File: src/rtl/decode_pkg.sv
// decode_pkg: opcode, ALU-control and result-source codes plus the ID/EX control bundle
package decode_pkg;
    localparam logic [6:0] OP_LOAD   = 7'b0000011;
    localparam logic [6:0] OP_STORE  = 7'b0100011;
    localparam logic [6:0] OP_RTYPE  = 7'b0110011;
    localparam logic [6:0] OP_ITYPE  = 7'b0010011;
    localparam logic [6:0] OP_BRANCH = 7'b1100011;
    localparam logic [6:0] OP_JAL    = 7'b1101111;

    localparam logic [2:0] ALU_ADD = 3'b000;
    localparam logic [2:0] ALU_SUB = 3'b001;
    localparam logic [2:0] ALU_AND = 3'b010;
    localparam logic [2:0] ALU_OR  = 3'b011;
    localparam logic [2:0] ALU_SLT = 3'b101;

    localparam logic [1:0] RES_ALU = 2'b00;
    localparam logic [1:0] RES_MEM = 2'b01;
    localparam logic [1:0] RES_PC4 = 2'b10;

    typedef struct packed {
        logic       regwrite;
        logic [1:0] resultsrc;
        logic       memwrite;
        logic       branch;
        logic       jump;
        logic       alusrc;
        logic [2:0] alucontrol;
        logic       valid;
        logic       illegal;
    } ctrl_t;
endpackage

File: src/rtl/decode_stage_regfile.sv
// decode_stage_regfile: NREGS x XLEN register file, x0 hardwired to zero, two async reads
// Ports: clk, rst (async, active-high, clears all entries); ra1/ra2 -> rd1/rd2 reads;
//        we/wa/wd write port (ignored when wa == 0).
// Macro DECODE_WB_BYPASS_EN: a same-cycle write to the register being read is forwarded.
module decode_stage_regfile #(
    parameter  int XLEN    = 32,
    parameter  int NREGS   = 32,
    localparam int RADDR_W = $clog2(NREGS)
) (
    input  logic               clk,
    input  logic               rst,
    input  logic [RADDR_W-1:0] ra1,
    input  logic [RADDR_W-1:0] ra2,
    output logic [XLEN-1:0]    rd1,
    output logic [XLEN-1:0]    rd2,
    input  logic               we,
    input  logic [RADDR_W-1:0] wa,
    input  logic [XLEN-1:0]    wd
);
`ifdef DECODE_WB_BYPASS_EN
    localparam bit BYPASS = 1'b1;
`else
    localparam bit BYPASS = 1'b0;
`endif
    logic [XLEN-1:0] regs_q [NREGS];
    logic [XLEN-1:0] regs_d [NREGS];
    logic            wr_en;

    assign wr_en = we && (wa != '0);

    always_comb begin
        regs_d = regs_q;
        if (wr_en) regs_d[wa] = wd;
    end

    always_ff @(posedge clk or posedge rst) begin
        if (rst) regs_q <= '{default: '0};
        else     regs_q <= regs_d;
    end

    assign rd1 = (ra1 == '0) ? '0 : (BYPASS && wr_en && wa == ra1) ? wd : regs_q[ra1];
    assign rd2 = (ra2 == '0) ? '0 : (BYPASS && wr_en && wa == ra2) ? wd : regs_q[ra2];
endmodule

File: src/rtl/decode_stage.sv
// decode_stage: RV32I decode with register file, control/immediate decode and ID/EX bank
// Ports: clk, rst (async, active-high); InstrD/PCD/PCPlus4D/ValidD from IF/ID;
//        StallD holds and FlushE bubbles the ID/EX bank; RegWriteW/RDW/ResultW writeback;
//        *_E registered controls, operands and register indices.
// Macro DECODE_WB_BYPASS_EN: enables writeback-to-read forwarding inside the register file.
module decode_stage
    import decode_pkg::*;
#(
    parameter  int XLEN    = 32,
    parameter  int NREGS   = 32,
    localparam int RADDR_W = $clog2(NREGS)
) (
    input  logic               clk,
    input  logic               rst,
    input  logic [31:0]        InstrD,
    input  logic [XLEN-1:0]    PCD,
    input  logic [XLEN-1:0]    PCPlus4D,
    input  logic               ValidD,
    input  logic               StallD,
    input  logic               FlushE,
    input  logic               RegWriteW,
    input  logic [RADDR_W-1:0] RDW,
    input  logic [XLEN-1:0]    ResultW,
    output logic               RegWriteE,
    output logic               MemWriteE,
    output logic               BranchE,
    output logic               JumpE,
    output logic               ALUSrcE,
    output logic               ValidE,
    output logic               IllegalE,
    output logic [1:0]         ResultSrcE,
    output logic [2:0]         ALUControlE,
    output logic [XLEN-1:0]    RD1_E,
    output logic [XLEN-1:0]    RD2_E,
    output logic [XLEN-1:0]    Imm_Ext_E,
    output logic [XLEN-1:0]    PCE,
    output logic [XLEN-1:0]    PCPlus4E,
    output logic [RADDR_W-1:0] RS1_E,
    output logic [RADDR_W-1:0] RS2_E,
    output logic [RADDR_W-1:0] RD_E
);
    localparam int IDEX_W = $bits(ctrl_t) + 5 * XLEN + 3 * RADDR_W;

    logic [6:0]         opcode;
    logic [2:0]         funct3;
    logic [RADDR_W-1:0] rs1, rs2, rd;
    logic [XLEN-1:0]    rf_rd1, rf_rd2, imm;
    logic [XLEN-1:0]    imm_i, imm_s, imm_b, imm_j;
    logic [2:0]         alu_op;
    ctrl_t              dec, ctrl_e;
    logic [IDEX_W-1:0]  idex_d, idex_q;

    assign opcode = InstrD[6:0];
    assign funct3 = InstrD[14:12];
    assign rs1    = InstrD[15 +: RADDR_W];
    assign rs2    = InstrD[20 +: RADDR_W];
    assign rd     = InstrD[7 +: RADDR_W];

    assign imm_i = {{(XLEN-12){InstrD[31]}}, InstrD[31:20]};
    assign imm_s = {{(XLEN-12){InstrD[31]}}, InstrD[31:25], InstrD[11:7]};
    assign imm_b = {{(XLEN-13){InstrD[31]}}, InstrD[31], InstrD[7], InstrD[30:25], InstrD[11:8], 1'b0};
    assign imm_j = {{(XLEN-21){InstrD[31]}}, InstrD[31], InstrD[19:12], InstrD[20], InstrD[30:21], 1'b0};

    // funct7[5] selects sub only for register-register add
    assign alu_op = funct3 == 3'b010 ? ALU_SLT :
                    funct3 == 3'b110 ? ALU_OR  :
                    funct3 == 3'b111 ? ALU_AND :
                    (funct3 == 3'b000 && opcode == OP_RTYPE && InstrD[30]) ? ALU_SUB : ALU_ADD;

    decode_stage_regfile #(.XLEN(XLEN), .NREGS(NREGS)) u_regfile (
        .clk (clk),
        .rst (rst),
        .ra1 (rs1),
        .ra2 (rs2),
        .rd1 (rf_rd1),
        .rd2 (rf_rd2),
        .we  (RegWriteW),
        .wa  (RDW),
        .wd  (ResultW)
    );

    always_comb begin
        dec           = '0;
        dec.resultsrc = RES_ALU;
        dec.alucontrol = ALU_ADD;
        dec.valid     = 1'b1;
        imm           = '0;
        case (opcode)
            OP_LOAD: begin
                dec.regwrite  = 1'b1;
                dec.resultsrc = RES_MEM;
                dec.alusrc    = 1'b1;
                imm           = imm_i;
            end
            OP_STORE: begin
                dec.memwrite = 1'b1;
                dec.alusrc   = 1'b1;
                imm          = imm_s;
            end
            OP_RTYPE: begin
                dec.regwrite   = 1'b1;
                dec.alucontrol = alu_op;
            end
            OP_ITYPE: begin
                dec.regwrite   = 1'b1;
                dec.alusrc     = 1'b1;
                dec.alucontrol = alu_op;
                imm            = imm_i;
            end
            OP_BRANCH: begin
                dec.branch     = 1'b1;
                dec.alucontrol = ALU_SUB;
                imm            = imm_b;
            end
            OP_JAL: begin
                dec.regwrite  = 1'b1;
                dec.jump      = 1'b1;
                dec.resultsrc = RES_PC4;
                imm           = imm_j;
            end
            default: dec.illegal = 1'b1;
        endcase
        // a non-valid slot becomes a bubble; data fields are still captured
        if (!ValidD) dec = '0;
    end

    always_comb begin
        idex_d = FlushE ? '0 : StallD ? idex_q :
                 {dec, rf_rd1, rf_rd2, imm, PCD, PCPlus4D, rs1, rs2, rd};
    end

    always_ff @(posedge clk or posedge rst) begin
        if (rst) idex_q <= '0;
        else     idex_q <= idex_d;
    end

    assign {ctrl_e, RD1_E, RD2_E, Imm_Ext_E, PCE, PCPlus4E, RS1_E, RS2_E, RD_E} = idex_q;
    assign RegWriteE   = ctrl_e.regwrite;
    assign ResultSrcE  = ctrl_e.resultsrc;
    assign MemWriteE   = ctrl_e.memwrite;
    assign BranchE     = ctrl_e.branch;
    assign JumpE       = ctrl_e.jump;
    assign ALUSrcE     = ctrl_e.alusrc;
    assign ALUControlE = ctrl_e.alucontrol;
    assign ValidE      = ctrl_e.valid;
    assign IllegalE    = ctrl_e.illegal;
endmodule
File: config.mk
export PLATFORM = sky130hd
export DESIGN_NAME = decode_stage
export DESIGN_NICKNAME = d
export VERILOG_FILES = /design/src/rtl/decode_pkg.sv /design/src/rtl/decode_stage_regfile.sv /design/src/rtl/decode_stage.sv
export SDC_FILE = /design/constraint.sdc
export NUM_CORES = 2
export LEC_CHECK = 0
export BUFFER_PORTS_ARGS = -buffer_cell sky130_fd_sc_hd__clkbuf_2
export CAP_MARGIN = 20
export CORE_ASPECT_RATIO = 2
export CORE_UTILIZATION = 55
export DETAILED_ROUTE_END_ITERATION = 6
export PLACE_DENSITY = 0.73
export SETUP_SLACK_MARGIN = 0.02
export SLEW_MARGIN = 20
export SYNTH_ARGS = -nofsm -noshare
export SYNTH_HDL_FRONTEND = slang
export SYNTH_HIERARCHICAL = 1
export SYNTH_SLANG_ARGS = --single-unit
File: constraint.sdc
create_clock -name clk -period 113.6 [get_ports clk]
set_input_delay 28.4 -clock clk [delete_from_list [all_inputs] [get_ports clk]]
set_output_delay 28.4 -clock clk [all_outputs]
set_load 0.03 [all_outputs]
== Word level (Yosys, flattened, before mapping) ==
Cells that the tools add are included.
Operators by class
  eq/ne operators: 10
  multiplexer cells: 27
  order comparisons: 4
  reduce and logical (&&, ||, !) cells: 13
  bitwise logic cells: 3
Operators by type and width (count)
  bitwise mux 1024 bit: 1
  two-way mux 187 bit: 2
  binary-select mux 32 bit (select 5 bit): 2
  two-way mux 32 bit: 7
  demux 32 bit (select 5 bit): 1
  one-hot mux 32 bit (4 select lines): 1
  >= comparator 6 bit, second input constant: 3
  NOT 5 -> 6 bit: 3
  == test 7 x 6 -> 1 bit, second input constant: 2
  == test 7 bit, second input constant: 2
  two-way mux 12 bit: 1
  zero test 5 bit: 2
  == test 7 x 2 -> 1 bit, second input constant: 1
  == test 7 x 5 -> 1 bit, second input constant: 1
  two-way mux 1 bit: 7
  == test 3 bit, second input constant: 2
  < comparator 6 x 1 -> 1 bit, second input constant: 1
  one-hot mux 3 bit (2 select lines): 1
  OR reduction 6 bit: 1
  nonzero test 5 bit: 1
  logical AND 1 bit: 4
  two-way mux 2 bit: 2
  one-hot mux 2 bit (2 select lines): 1
  OR reduction 2 bit: 2
  6 further kinds: 6
Word-level totals
  word-level logic and storage cells: 90
  flip-flop bits (word level): 1211
  output and inout bits: 187

== Logic depth before layout (Yosys ltp) ==
  word-level depth: 11
  gate-level depth with buffers: 11
  gate-level depth less buffers: 6

== Hierarchy ==
Netlist, hierarchy kept.
Modules (own cells, without submodules)
  decode_stage_regfile: instances 1, cells an instance 3797, seq. area each 25624.6 um^2, area each 54656.2 um^2
  decode_stage: instances 1, cells an instance 623, seq. area each 4379.2 um^2, area each 7340.8 um^2

== Worst setup path before layout ==
OpenSTA, ideal clock, no wires.
  kind: input -> register
  start: in InstrD[21]
  end: reg idex_q[119]
  stages on the path: 9
  data required time: 113468 ps
  path slack: 83347 ps
  arrival: 30121 ps
  buffers on the path: 3
  path through: buf_4 > buf_6 > buf_2 > mux4_2 > mux2_2 > o22ai_1 > nor3_1 > mux2i_1 > nor2_1
On the way
  longest elaborated chain between the ends: 7
  elaborated cells between the ends (all ways): 8
  those cells by class: 6 x mux; 1 x bitwise; 1 x reduce/logical
RTL lines
  from (decl): line decode_stage.sv:15  | input logic [31:0] InstrD,
  NOT 5 -> 6 bit (implied by the code): line decode_stage_regfile.sv:42  | assign rd2 = (ra2 == '0) ? '0 : (BYPASS && wr_en && wa == ra2) ? wd : regs_q[ra2];
  binary-select mux 32 bit (select 5 bit): line decode_stage_regfile.sv:42
  two-way mux 32 bit (implied by the code) (2 in a row): line decode_stage_regfile.sv:42
  two-way mux 32 bit *: line decode_stage_regfile.sv:42
  via rf_rd2[8]: line decode_stage.sv:47  | logic [XLEN-1:0] rf_rd1, rf_rd2, imm;
  two-way mux 187 bit * (2 in a row): line decode_stage.sv:128  | idex_d = FlushE ? '0 : StallD ? idex_q :
  to (signal assigned): line decode_stage.sv:134  | else idex_q <= idex_d;
  to (decl): line decode_stage.sv:51  | logic [IDEX_W-1:0] idex_d, idex_q;
Mark *: on every way through the listed nets, which the timed path passes. The rest lies on a longest branch. The select of a mux whose other input is x is not followed.
A chain may end at the register's enable or synchronous reset.

== Worst setup path after layout ==
  start: in InstrD[15]
  end: reg idex_q[155]
On the way
  longest elaborated chain between the ends: 7
  elaborated cells between the ends (all ways): 8
  those cells by class: 6 x mux; 1 x bitwise; 1 x reduce/logical
RTL lines
  NOT 5 -> 6 bit (implied by the code): line decode_stage_regfile.sv:41  | assign rd1 = (ra1 == '0) ? '0 : (BYPASS && wr_en && wa == ra1) ? wd : regs_q[ra1];
  binary-select mux 32 bit (select 5 bit): line decode_stage_regfile.sv:41
  two-way mux 32 bit (implied by the code) (2 in a row): line decode_stage_regfile.sv:41
  two-way mux 32 bit *: line decode_stage_regfile.sv:41
  via rf_rd1[12]: line decode_stage.sv:47
  two-way mux 187 bit * (2 in a row): line decode_stage.sv:128
Marked as above.

==> summary.txt <==
Yosys
  • Number of storage elements in the synthesis netlist: 1199
  • Top cells by area in the synthesized netlist: sky130_fd_sc_hd__dfrtp_1 (48%), sky130_fd_sc_hd__mux2_2 (19%), sky130_fd_sc_hd__mux4_2 (12%), sky130_fd_sc_hd__mux2i_1 (8.2%), sky130_fd_sc_hd__clkbuf_1 (1.6%)
  • Synthesized Nets: 4559
  • Area leader, netlist: sky130_fd_sc_hd__dfrtp_1
  • Fraction of registers with async set/reset: 100%
  • Cell types with the highest counts after synthesis: sky130_fd_sc_hd__dfrtp_1 (1199), sky130_fd_sc_hd__mux2_2 (1040), sky130_fd_sc_hd__mux2i_1 (507), sky130_fd_sc_hd__mux4_2 (343), sky130_fd_sc_hd__clkbuf_1 (268)
  • Mean instance size in the synthesized netlist: 14.0 um2
  • Unique cell type count in the Yosys netlist: 60
  • Synthesis Warnings: 6
  • Most frequently used flop master after synthesis: sky130_fd_sc_hd__dfrtp_1
  • Post-synth EDFFs: 0
  • Mapped Area: 62000 um2
  • Most frequently used cell type in the post-synthesis netlist: sky130_fd_sc_hd__dfrtp_1
  • Post-synthesis sequential area ratio: 48.4%
  • Number of instances in the synthesized netlist: 4420
  • Top-area cell type share of the netlist area: 48.4%

Global route
  • Global-route wire length before repair: 297 mm
  • Overall overflow remaining after global route: 0
  • GRT Overall Usage: 36.2%
  • Number of global-route vias before repair: 43600
  • Antenna violations before repair: 15
  • Largest net degree at the start of global routing: 167

CTS
  • Clock root cell: sky130_fd_sc_hd__clkbuf_16
  • TritonCTS clock tree: built
  • Number of buffers created by CTS: 104
  • Number of clock sinks: 1199
  • Number of buffers inserted for hold repair after clock tree synthesis: 0
  • Post-CTS sizing: 0
  • Deepest clock path buffer count: 3
  • Buffer count from post-CTS setup fixing: 0
  • CTS HTree Levels: 3
  • CTS clk-pin slew, worst paths: 0.07 ns
  • Insertion delay of the later-clocked pin in the worst-skew pair: 0.75 ns

Die
  • Die height: 477 um
  • Die width: 239 um
  • Rows: 173
  • Area of the die: 114000 um2
  • Initial core utilization: 55.6%
  • I/O pin total: 326
  • Std-Cell Core Area: 111000 um2

Timing
  • Final hold violation count: 0
  • Worst slew margin: 26.3%
  • Minimum clock period: 32.25 ns
  • Max Fclk: 31.0 MHz
  • Final worst-path cycle share: 28.4%
  • Final Setup Violations: 0
  • Final-layout setup total negative slack: 0 ns
  • Setup repair after global routing missed its margin: false
  • Slew at the pin closest to its max-slew limit: 1.11 ns
  • Slew Viols, Final: 0
  • Worst clock skew: 0.0267 ns

Critical path
  • Maximum fanout encountered on the critical timing path: 101
  • Crit start category: input port
  • Capturing point of the worst reg2reg path: idex_q[147]$_DFFE_PP0P_
  • Worst EP required: 114.20 ns
  • Number of cell instances on the worst register-to-register path: 6
  • Type of the setup path with the least slack: input port to flop
  • Type of element capturing the critical path: flop
  • Source of the worst register-to-register timing path: u_regfile/regs_q[516]$_DFFE_PP0P_
  • Critical Path AT: 32.85 ns
  • Minimum setup slack among reg-to-reg paths: 111.25 ns
  • First element of the critical path: InstrD[15]

Power
  • Cell leakage power: 0.0308 uW
  • Worst supply voltage drop on vdd: 0.0123 mV
  • Total design power: 1170 uW
  • Power density normalized to cell area: 17.3 nW/um2

Place
  • HPWL Detailed: 115 mm
  • Inst Count DP: 5837
  • Weighted congestion reported at the end of routability-driven placement: 0.879
  • Count of port buffers added during placement: 325

Outcome
  • Outcome: finished, final reports clean

Route
  • DRT Pass-1 Iters: 7
  • Final wirelength: 205 mm
  • Count of unresolved DRC violations after routing: 0
  • Via count: 42500
  • DR vias/cell: 7.05
  • Count of routing violations after the opening detailed-route iteration: 4346
  • Routed wire per std cell: 33.9 um
  • ANT nets after route: 0

Finish
  • Ratio of cells with drive above 1 in the final layout: 44.7%
  • Final net count: 4595
  • Area growth, synth to finish: 9.42%
  • Number of non-filler instances in the completed layout: 6038

Worst hold path
  • Number of cells on the worst hold path: 0
  • Worst hold path startpoint: u_regfile/regs_q[1004]$_DFFE_PP0P_
  • Endpoint of the worst hold path: u_regfile/regs_q[1004]$_DFFE_PP0P_
  • Worst min-delay path class: flop to flop

Job
  • Maxcap violations: 0
-- critical path, stage by stage --
cell and delay (ns):
sky130_fd_sc_hd__buf_8 0.59, sky130_fd_sc_hd__buf_4 0.76, sky130_fd_sc_hd__buf_12 0.71, sky130_fd_sc_hd__buf_4 0.74, sky130_fd_sc_hd__mux4_2 0.59, sky130_fd_sc_hd__a22o_1 0.23
sky130_fd_sc_hd__a2111oi_0 0.41, sky130_fd_sc_hd__nor3_1 0.10, sky130_fd_sc_hd__mux2i_1 0.18, sky130_fd_sc_hd__nor2_1 0.06
-- worst max-delay path by stage --
| stage | to | cells past startpoint |
|---|---|---|
| 6_report | idex_q[155]$_DFFE_PP0P_ | 10 |
| 5_1_grt | idex_q[155]$_DFFE_PP0P_ | 10 |
| 4_1_cts | u_regfile/regs_q[125]$_DFFE_PP0P_ | 6 |
| 3_5_place_dp | u_regfile/regs_q[183]$_DFFE_PP0P_ | 6 |
| 3_3_place_gp | u_regfile/regs_q[119]$_DFFE_PP0P_ | 6 |
| 2_1_floorplan | u_regfile/regs_q[0]$_DFFE_PP0P_ | 1 |
-- through the flow --
| stage | instance area (um2) | setup WS (ns) | hold slack, ns | util (%) |
|---|---|---|---|---|
| 2_1_floorplan | 62000 | 56.38 | 0.441 | - |
| 4_1_cts | 67800 | 81.30 | 0.402 | 60.8 |
| 3_3_place_gp | 64200 | 80.59 | 0.383 | 57.6 |
| 6_report | 67800 | 81.35 | 0.401 | 60.9 |
| 3_5_place_dp | 64200 | 80.51 | 0.386 | 57.6 |
| 5_1_grt | 67800 | 81.05 | 0.410 | 60.8 |
-- sequential cells by signal, summed over array words and instances, names as in the netlist --
name and cells:
u_regfile/regs_q 1024, idex_q 175
-- kinds of logic after synthesis --
group                  after synthesis  share of synthesized area, %
AO/OA/AOI/OAI                      444                          5.23
AND/OR/NAND/NOR                    394                          3.00
multiplexers                      1890                          39.5
buffers and inverters              492                          3.83
flip-flops                        1199                          48.4
XOR/XNOR                             1                        0.0141
-- report_power, final --
group	switching [uW]	internal, uW
Sequential	59.4	500
Combinational	101	128
Clock	169	214
-- cells in the final DEF (no fill, tap or decap), drive strengths merged, types with 14 or more instances in the layout --
master,synthesis,final
nor3,34,34
a22o,56,56
o22ai,37,37
nor2,177,177
nor4,20,20
a21oi,69,69
mux2,1040,1040
a2111oi,22,22
o221ai,26,26
nand2,77,77
nor2b,29,29
nand3,14,14
clkbuf,269,468
mux4,343,343
a211oi,60,60
buf,216,98
a22oi,118,118
mux2i,507,507
clkinv,0,18
dfrtp,1199,1199
o21ai,23,23
-- routing by layer --
metal / track usage, % / part of all wire, %
met5: 0 / 0.078
met1: 44.1 / 36
met3: 8.80 / 9.3
met2: 57.2 / 48
met4: 23.6 / 7.2
-- layout make-up --
| type | count | area (um2) |
|---|---|---|
| fillers | 8517 | 43600 |
| flip-flops and latches | 1199 | 30000 |
| multi-input cells | 2729 | 29900 |
| clock buffers | 151 | 3040 |
| repair buffers | 415 | 2450 |
| well taps | 1487 | 1860 |
| clock inverters | 43 | 561 |
| inverters | 7 | 46.3 |
| diodes | 7 | 17.5 |
Power figures use the tool's default switching activity.
